[config.mk]
export PLATFORM = sky130hd
export DESIGN_NAME = fetch_queue
export DESIGN_NICKNAME = d
export VERILOG_FILES = /design/src/rtl/fetch_queue.sv
export SDC_FILE = /design/constraint.sdc
export NUM_CORES = 1
export LEC_CHECK = 0
export ABC_AREA = 1
export CAP_MARGIN = 20
export CORE_ASPECT_RATIO = 1.4
export CORE_MARGIN = 10
export CORE_UTILIZATION = 30
export DETAILED_ROUTE_END_ITERATION = 10
export MAX_ROUTING_LAYER = met4
export SLEW_MARGIN = 20
export SYNTH_ARGS = -nofsm -noshare
export SYNTH_HDL_FRONTEND = slang
export SYNTH_SLANG_ARGS = --single-unit
[constraint.sdc]
create_clock -name clk -period 4.3 [get_ports clk]
set_input_delay 0.43 -clock clk [delete_from_list [all_inputs] [get_ports clk]]
set_output_delay 0.43 -clock clk [all_outputs]
set_load 0.05 [all_outputs]
[src/rtl/fetch_queue.sv]
// fetch_queue
//   Elastic instruction queue between the fetch unit and the decode-side skid
//   buffer. Holds up to DEPTH {pc, instr} pairs and returns them in FIFO order
//   using the stall-style handshake on both sides. A single-cycle flush
//   (branch redirect) discards everything queued.
//
// Ports
//   clk           clock, all state updates on the rising edge
//   rst_n         asynchronous active-low reset
//   flush         discard all entries at the next edge
//   prev_stalled  high = upstream presents no word this cycle
//   in_instr      fetched instruction word
//   in_pc         PC of in_instr
//   stall_prev    high = queue full, upstream must hold its word
//   next_stalled  high = downstream does not accept this cycle
//   stall_next    high = no valid word offered downstream
//   out_instr     head instruction word (0 when empty)
//   out_pc        head PC (0 when empty)
//   count         occupancy, 0..DEPTH
//   overflow      sticky flag: upstream presented a word while held
module fetch_queue #(
  parameter int WIDTH      = 32,
  parameter int ADDR_WIDTH = 32,
  parameter int DEPTH      = 4
) (
  input  logic                     clk,
  input  logic                     rst_n,
  input  logic                     flush,
  input  logic                     prev_stalled,
  input  logic [WIDTH-1:0]         in_instr,
  input  logic [ADDR_WIDTH-1:0]    in_pc,
  output logic                     stall_prev,
  input  logic                     next_stalled,
  output logic                     stall_next,
  output logic [WIDTH-1:0]         out_instr,
  output logic [ADDR_WIDTH-1:0]    out_pc,
  output logic [$clog2(DEPTH):0]   count,
  output logic                     overflow
);

  localparam int IW = $clog2(DEPTH);
  localparam int PW = IW + 1;
  localparam logic [PW-1:0] PTR_ONE = PW'(1);

  // Pointers carry one wrap bit above the index bits.
  logic [PW-1:0]         r_wr_ptr;
  logic [PW-1:0]         r_rd_ptr;
  logic                  r_overflow;
  logic [WIDTH-1:0]      r_mem_instr [DEPTH];
  logic [ADDR_WIDTH-1:0] r_mem_pc    [DEPTH];

  logic          w_empty;
  logic          w_full;
  logic          w_push;
  logic          w_pop;
  logic [IW-1:0] w_wr_idx;
  logic [IW-1:0] w_rd_idx;

  assign w_wr_idx = r_wr_ptr[IW-1:0];
  assign w_rd_idx = r_rd_ptr[IW-1:0];

  assign w_empty = (r_wr_ptr == r_rd_ptr);
  assign w_full  = (w_wr_idx == w_rd_idx) && (r_wr_ptr[IW] != r_rd_ptr[IW]);

  // Handshake outputs come only from registered state (plus flush), so there
  // is no combinational path from either stall input to any output.
  assign stall_prev = w_full;
  assign stall_next = w_empty || flush;

  // A full queue refuses a push even if a pop happens in the same cycle.
  assign w_push = !prev_stalled && !w_full && !flush;
  assign w_pop  = !stall_next && !next_stalled;

  // Occupancy is the pointer distance modulo 2*DEPTH; it can never disagree
  // with the pointer-based full/empty decision.
  assign count    = r_wr_ptr - r_rd_ptr;
  assign overflow = r_overflow;

  assign out_instr = w_empty ? '0 : r_mem_instr[w_rd_idx];
  assign out_pc    = w_empty ? '0 : r_mem_pc[w_rd_idx];

  always_ff @(posedge clk or negedge rst_n) begin
    if (!rst_n) begin
      r_wr_ptr   <= '0;
      r_rd_ptr   <= '0;
      r_overflow <= 1'b0;
    end else begin
      if (flush) begin
        // No pop can occur during flush (stall_next is forced high), so only
        // the write pointer needs to collapse onto the read pointer.
        r_wr_ptr   <= r_rd_ptr;
        r_overflow <= 1'b0;
      end else begin
        if (w_push) r_wr_ptr <= r_wr_ptr + PTR_ONE;
        if (w_pop)  r_rd_ptr <= r_rd_ptr + PTR_ONE;
        // Upstream offered a word while we were holding it off.
        if (!prev_stalled && w_full) r_overflow <= 1'b1;
      end
    end
  end

  // Storage is intentionally not reset; empty is decided by the pointers.
  always_ff @(posedge clk) begin
    if (w_push) begin
      r_mem_instr[w_wr_idx] <= in_instr;
      r_mem_pc[w_wr_idx]    <= in_pc;
    end
  end

endmodule

==> results.py, run 1 <==
metrics = {
    "floorplanning": {
        "dieArea_um2": 43000,
        "initial_core_util_pct": 30.2,
        "core_area_um2": 34800,
        "rows": 81,
        "die_y_um": 241,
        "ioPinCount": 139,
        "die_x_um": 178,
    },
    "cts": {
        "cts-resized-gates": 0,
        "post-cts-setup-buffers": 0,
        "clk_pin_slew_worst_paths_ns": 0.07,
        "clock_latency_ns": 0.55,
        "root_buffer": "clkbuf_16",
        "cts_tree": "done",
        "cts-buffers-inserted": 27,
        "cts_max_level": 1,
        "clk_path_buf_depth": 3,
        "ctsHoldBuffers": 0,
        "clock_sinks": 263,
    },
    "global_routing": {
        "grt_pass1_vias": 6798,
        "grt_max_degree": 71,
        "grtUsageTotal_pct": 11.9,
        "grt_overflow": 0,
        "grt_antenna_before_repair": 0,
        "grt_pass1_wl_um": 38700,
    },
    "routing": {
        "postRouteAntennaNets": 0,
        "wl_per_cell_um": 17.5,
        "drc": 0,
        "drtIter0Drc": 344,
        "drt-total-wl_um": 25200,
        "routed_via_density": 4.63,
        "firstDrtPassIters": 4,
        "dr_total_vias": 6662,
    },
    "yosys": {
        "synth_area_um2": 10500,
        "syn_area_per_cell_um2": 12.6,
        "yosysSeqAreaShare_pct": 74.8,
        "syn_nets": 910,
        "synthDistinctLibCells": 24,
        "synthCells": 833,
        "yosys_warnings": 0,
        "ys_ff_latch": 263,
    },
    "setup_path": {
        "cp_max_fo": 64,
        "start_kind": "register",
        "r2r-start": "r_rd_ptr[0]",
        "worstReg2RegEnd": "r_mem_pc[3][3]",
        "path_class": "register to output pin",
        "r2r_slack_ns": 1.44,
        "end_kind": "output pin",
        "reg2reg_depth": 7,
        "crit_arrival_ns": 3.04,
        "required_ns": 3.87,
    },
    "timing": {
        "rsz0062_at_grt": "false",
        "setup_viol": 0,
        "fin_skew_ns": 0.0111,
        "finalMaxSlewViolations": 0,
        "hold_violations": 0,
        "timing.final.crit_share_pct": 80.6,
        "worst_pin_slew_ns": 0.939,
        "slew_headroom_pct": 37.4,
        "hold_slack_ns": 0.157,
        "max_freq_mhz": 288,
        "finalCriticalPeriod_ns": 3.47,
    },
    "final_layout": {
        "areaGrowthSynthToFinish_pct": 29.3,
        "multi_input_area_um2": 2280,
        "layout_common_cells": "nor2_1, edfxtp_1, o21ai_1, clkdlybuf4s50_1, a21oi_1",
        "fin_nets": 1040,
        "seq_area_um2": 7870,
        "drive_gt1_share_pct": 13.2,
        "fin_cells": 1440,
        "fillCellCount": 3217,
        "num_antenna_cells": 0,
    },
    "status": {
        "outcome": "finished clean",
    },
    "hold_path": {
        "hold_path_class": "input port to asynchronous set/reset pin",
    },
    "job": {
        "maxCapViolations": 0,
    },
    "place": {
        "port_buffers": 138,
        "hpwl_um": 14800,
        "dp_cells": 1390,
        "place_congestion": 0.748,
    },
}
==> kinds of logic (layout without fill, tap and decap cells) <==
kind of cell / Yosys count / count (layout) / synth area share (%)
AND/OR/NAND/NOR: 295 / 295 / 10.8
flip-flops: 263 / 263 / 74.8
AO/OA/AOI/OAI: 196 / 196 / 9.37
buffers and inverters: 69 / 220 / 3.81
adder cells (fa/ha/maj): 8 / 8 / 1.02
XOR/XNOR: 2 / 2 / 0.167
==> critical path, stage by stage, from the launching register on <==
cell,delay (ns)
dfrtp_4,0.71
ha_1,0.41
nand2_1,0.06
inv_1,0.12
nand2_4,0.09
inv_4,0.59
a21oi_1,0.25
buf_12,0.23
==> state kept, by name, indices dropped and copies added, names as in the netlist <==
signal / cells
r_rd_ptr: 3
r_mem_instr: 128
overflow: 1
r_mem_pc: 128
r_wr_ptr: 3
==> per-stage QoR <==
stage | setup TNS [ns] | util, % | setup WS, ns | instance area, um^2
floorplan | -66.32 | - | -0.259 | 10500
global placement | 0 | 36.6 | 1.32 | 12700
CTS | 0 | 39.1 | 0.719 | 13600
finish | 0 | 39.1 | 0.832 | 13600
global route | 0 | 39.1 | 0.658 | 13600
detailed placement | 0 | 36.6 | 1.33 | 12700
==> worst max path at each step <==
stage	end	cells past startpoint	start
4_1_cts	out_pc[3]	7	r_rd_ptr[0]
2_1_floorplan	r_mem_instr[0][0]	8	r_rd_ptr[1]
3_3_place_gp	out_pc[3]	7	r_rd_ptr[0]
3_5_place_dp	out_pc[3]	7	r_rd_ptr[0]
6_report	out_pc[3]	7	r_rd_ptr[0]
5_1_grt	out_pc[3]	7	r_rd_ptr[0]
==> cell usage after synthesis <==
cell type | instances | area (um^2)
o21ai_0 | 45 | 225
clkbuf_2 | 9 | 45.0
buf_2 | 21 | 105
nand2_4 | 1 | 11.3
inv_2 | 2 | 7.51
nand2_1 | 21 | 78.8
a21oi_1 | 64 | 320
inv_4 | 1 | 6.26
clkbuf_1 | 5 | 18.8
inv_1 | 16 | 60.1
nand3_1 | 7 | 35.0
ha_1 | 7 | 87.6
edfxtp_1 | 256 | 7690
nand4_1 | 4 | 25.0
nor2_1 | 260 | 976
buf_4 | 3 | 22.5
nand2_2 | 2 | 12.5
fa_1 | 1 | 20.0
xnor2_1 | 1 | 8.76
dfrtp_1 | 7 | 175
a21oi_2 | 1 | 8.76
xor2_1 | 1 | 8.76
buf_6 | 12 | 135
o21ai_1 | 86 | 430
==> metal layers <==
layer | GRT usage [%] | wire (um)
met5 | - | 0
met3 | 1.78 | 1190
met2 | 21.6 | 13500
met1 | 12.7 | 9800
met4 | 4.52 | 686
==> final cells by class <==
class                           count  share of cell area [%]
Sequential cell                   263                    57.9
Multi-Input combinational cell    501                    16.8
Timing Repair Buffer              151                    14.3
Clock buffer                       30                    5.05
Tap cell                          456                    4.20
Clock inverter                     20                    1.22
Inverter                           19                   0.562
Power of run 1 is left out: the tool's default activity adds up to more than one toggle a clock period on the data nets, which glitch-free logic cannot reach.
==> run 2: changes to the inputs <==
Clock period 4.3 ns to 3.51 ns, I/O delays scaled along.
==> results.py, run 2 (synthesis results as in run 1) <==
metrics = {
    "job": {
        "maxCapViolations": 0,
    },
    "final_layout": {
        "drive_gt1_share_pct": 13.9,
        "num_antenna_cells": 0,
        "biggestRegsByFlops": "r_mem_instr: 128 flops, r_mem_pc: 128 flops",
        "fillCellCount": 3240,
        "areaGrowthSynthToFinish_pct": 31.3,
        "fin_nets": 1045,
        "layout_common_cells": "nor2_1, edfxtp_1, o21ai_1, clkdlybuf4s50_1, buf_12",
    },
    "timing": {
        "fin_skew_ns": 0.0141,
        "setup_viol": 0,
        "hold_violations": 0,
        "rsz0062_at_grt": "false",
        "finalMaxSlewViolations": 0,
        "max_freq_mhz": 317,
        "finalSetupTns_ns": 0,
        "worst_slack_ns": 0.355,
        "finalCriticalPeriod_ns": 3.16,
        "worst_pin_slew_ns": 0.862,
        "slew_headroom_pct": 42.5,
        "timing.final.crit_share_pct": 89.9,
    },
    "cts": {
        "root_buffer": "clkbuf_16",
        "cts-buffers-inserted": 26,
        "post-cts-setup-buffers": 0,
        "clock_latency_ns": 0.54,
        "ctsHoldBuffers": 0,
        "clock_sinks": 263,
        "clk_pin_slew_worst_paths_ns": 0.06,
        "cts_tree": "done",
        "cts_max_level": 1,
        "cts-resized-gates": 0,
        "clk_path_buf_depth": 3,
    },
    "setup_path": {
        "start_kind": "register",
        "path_class": "register to output pin",
        "r2r-start": "r_rd_ptr[0]",
        "crit_arrival_ns": 2.80,
        "crit_path_start": "r_rd_ptr[0]",
        "cp_max_fo": 29,
        "required_ns": 3.16,
        "end_kind": "output pin",
    },
    "routing": {
        "firstDrtPassIters": 5,
        "routed_via_density": 4.55,
        "wl_per_cell_um": 17.6,
        "postRouteAntennaNets": 0,
        "drc": 0,
        "drt-total-wl_um": 25300,
        "dr_total_vias": 6567,
        "drtIter0Drc": 450,
    },
    "floorplanning": {
        "dieArea_um2": 43000,
        "die_y_um": 241,
        "core_area_um2": 34800,
        "die_x_um": 178,
        "rows": 81,
        "ioPinCount": 139,
        "initial_core_util_pct": 30.2,
    },
    "global_routing": {
        "grtUsageTotal_pct": 11.9,
        "grt_antenna_before_repair": 0,
        "grt_pass1_wl_um": 38600,
        "grt_overflow": 0,
        "grt_pass1_vias": 6830,
        "grt_max_degree": 66,
    },
    "status": {
        "outcome": "finished clean",
    },
    "place": {
        "port_buffers": 138,
        "hpwl_um": 15900,
        "place_congestion": 0.755,
        "dp_slack_ns": 0.815,
    },
    "hold_path": {
        "hold_path_class": "input port to asynchronous set/reset pin",
    },
}
-- run 2: changes by cell type in the layout (fill, tap and decap cells not counted), sizes merged --
cell / delta
buf: +8
bufinv: -1
clkdlybuf4s50: -2
clkinv: -2
clkinvlp: +1
inv: -1
-- run 2: metal layers --
| layer | track usage, % | vias up | share of wire (%) |
|---|---|---|---|
| li1 | - | 3205 | - |
| met5 | - | - | 0 |
| met3 | 1.73 | 36 | 4.3 |
| met4 | 4.47 | 0 | 2.6 |
| met1 | 12.9 | 3195 | 39 |
| met2 | 21.4 | 131 | 54 |
-- run 2: critical path: stages (launching register included) --
cell and delay [ns]:
dfrtp_4 0.63, ha_1 0.27, fa_1 0.38, xnor2_1 0.17, clkdlybuf4s50_1 0.82
-- run 2: per-stage QoR --
stage,hold WS (ns),utilization (%),std cells,cell area (um^2)
floorplan,0.0554,-,833,10500
global placement,0.515,37.4,1396,13000
detailed placement,0.522,37.4,1396,13000
CTS,0.0644,39.7,1443,13800
global route,0.108,39.7,1443,13800
finish,0.0754,39.7,1443,13800
-- run 2: layout make-up --
cell class                      count  area [um^2]  area share (%)
Clock buffer                       30          687            4.98
Clock inverter                     17          115           0.834
Inverter                           19         76.3           0.553
Multi-Input combinational cell    501         2280            16.5
Sequential cell                   263         7870            57.0
Tap cell                          456          571            4.13
Timing Repair Buffer              157         2210            16.0
-- run 2: final timing paths --
check | cells after the start | slack (ns) | endpoint
setup reg to reg | 7 | 0.84 | r_mem_instr[3][29]
max in group asynchronous | 1 | 3.15 | r_rd_ptr[0]
min in group clk | 2 | 0.43 | overflow
setup / recovery | 4 | 0.35 | count[2]
hold / removal | 1 | 0.08 | overflow
hold reg to reg | 2 | 0.53 | overflow
Power of run 2 is left out for the same reason.
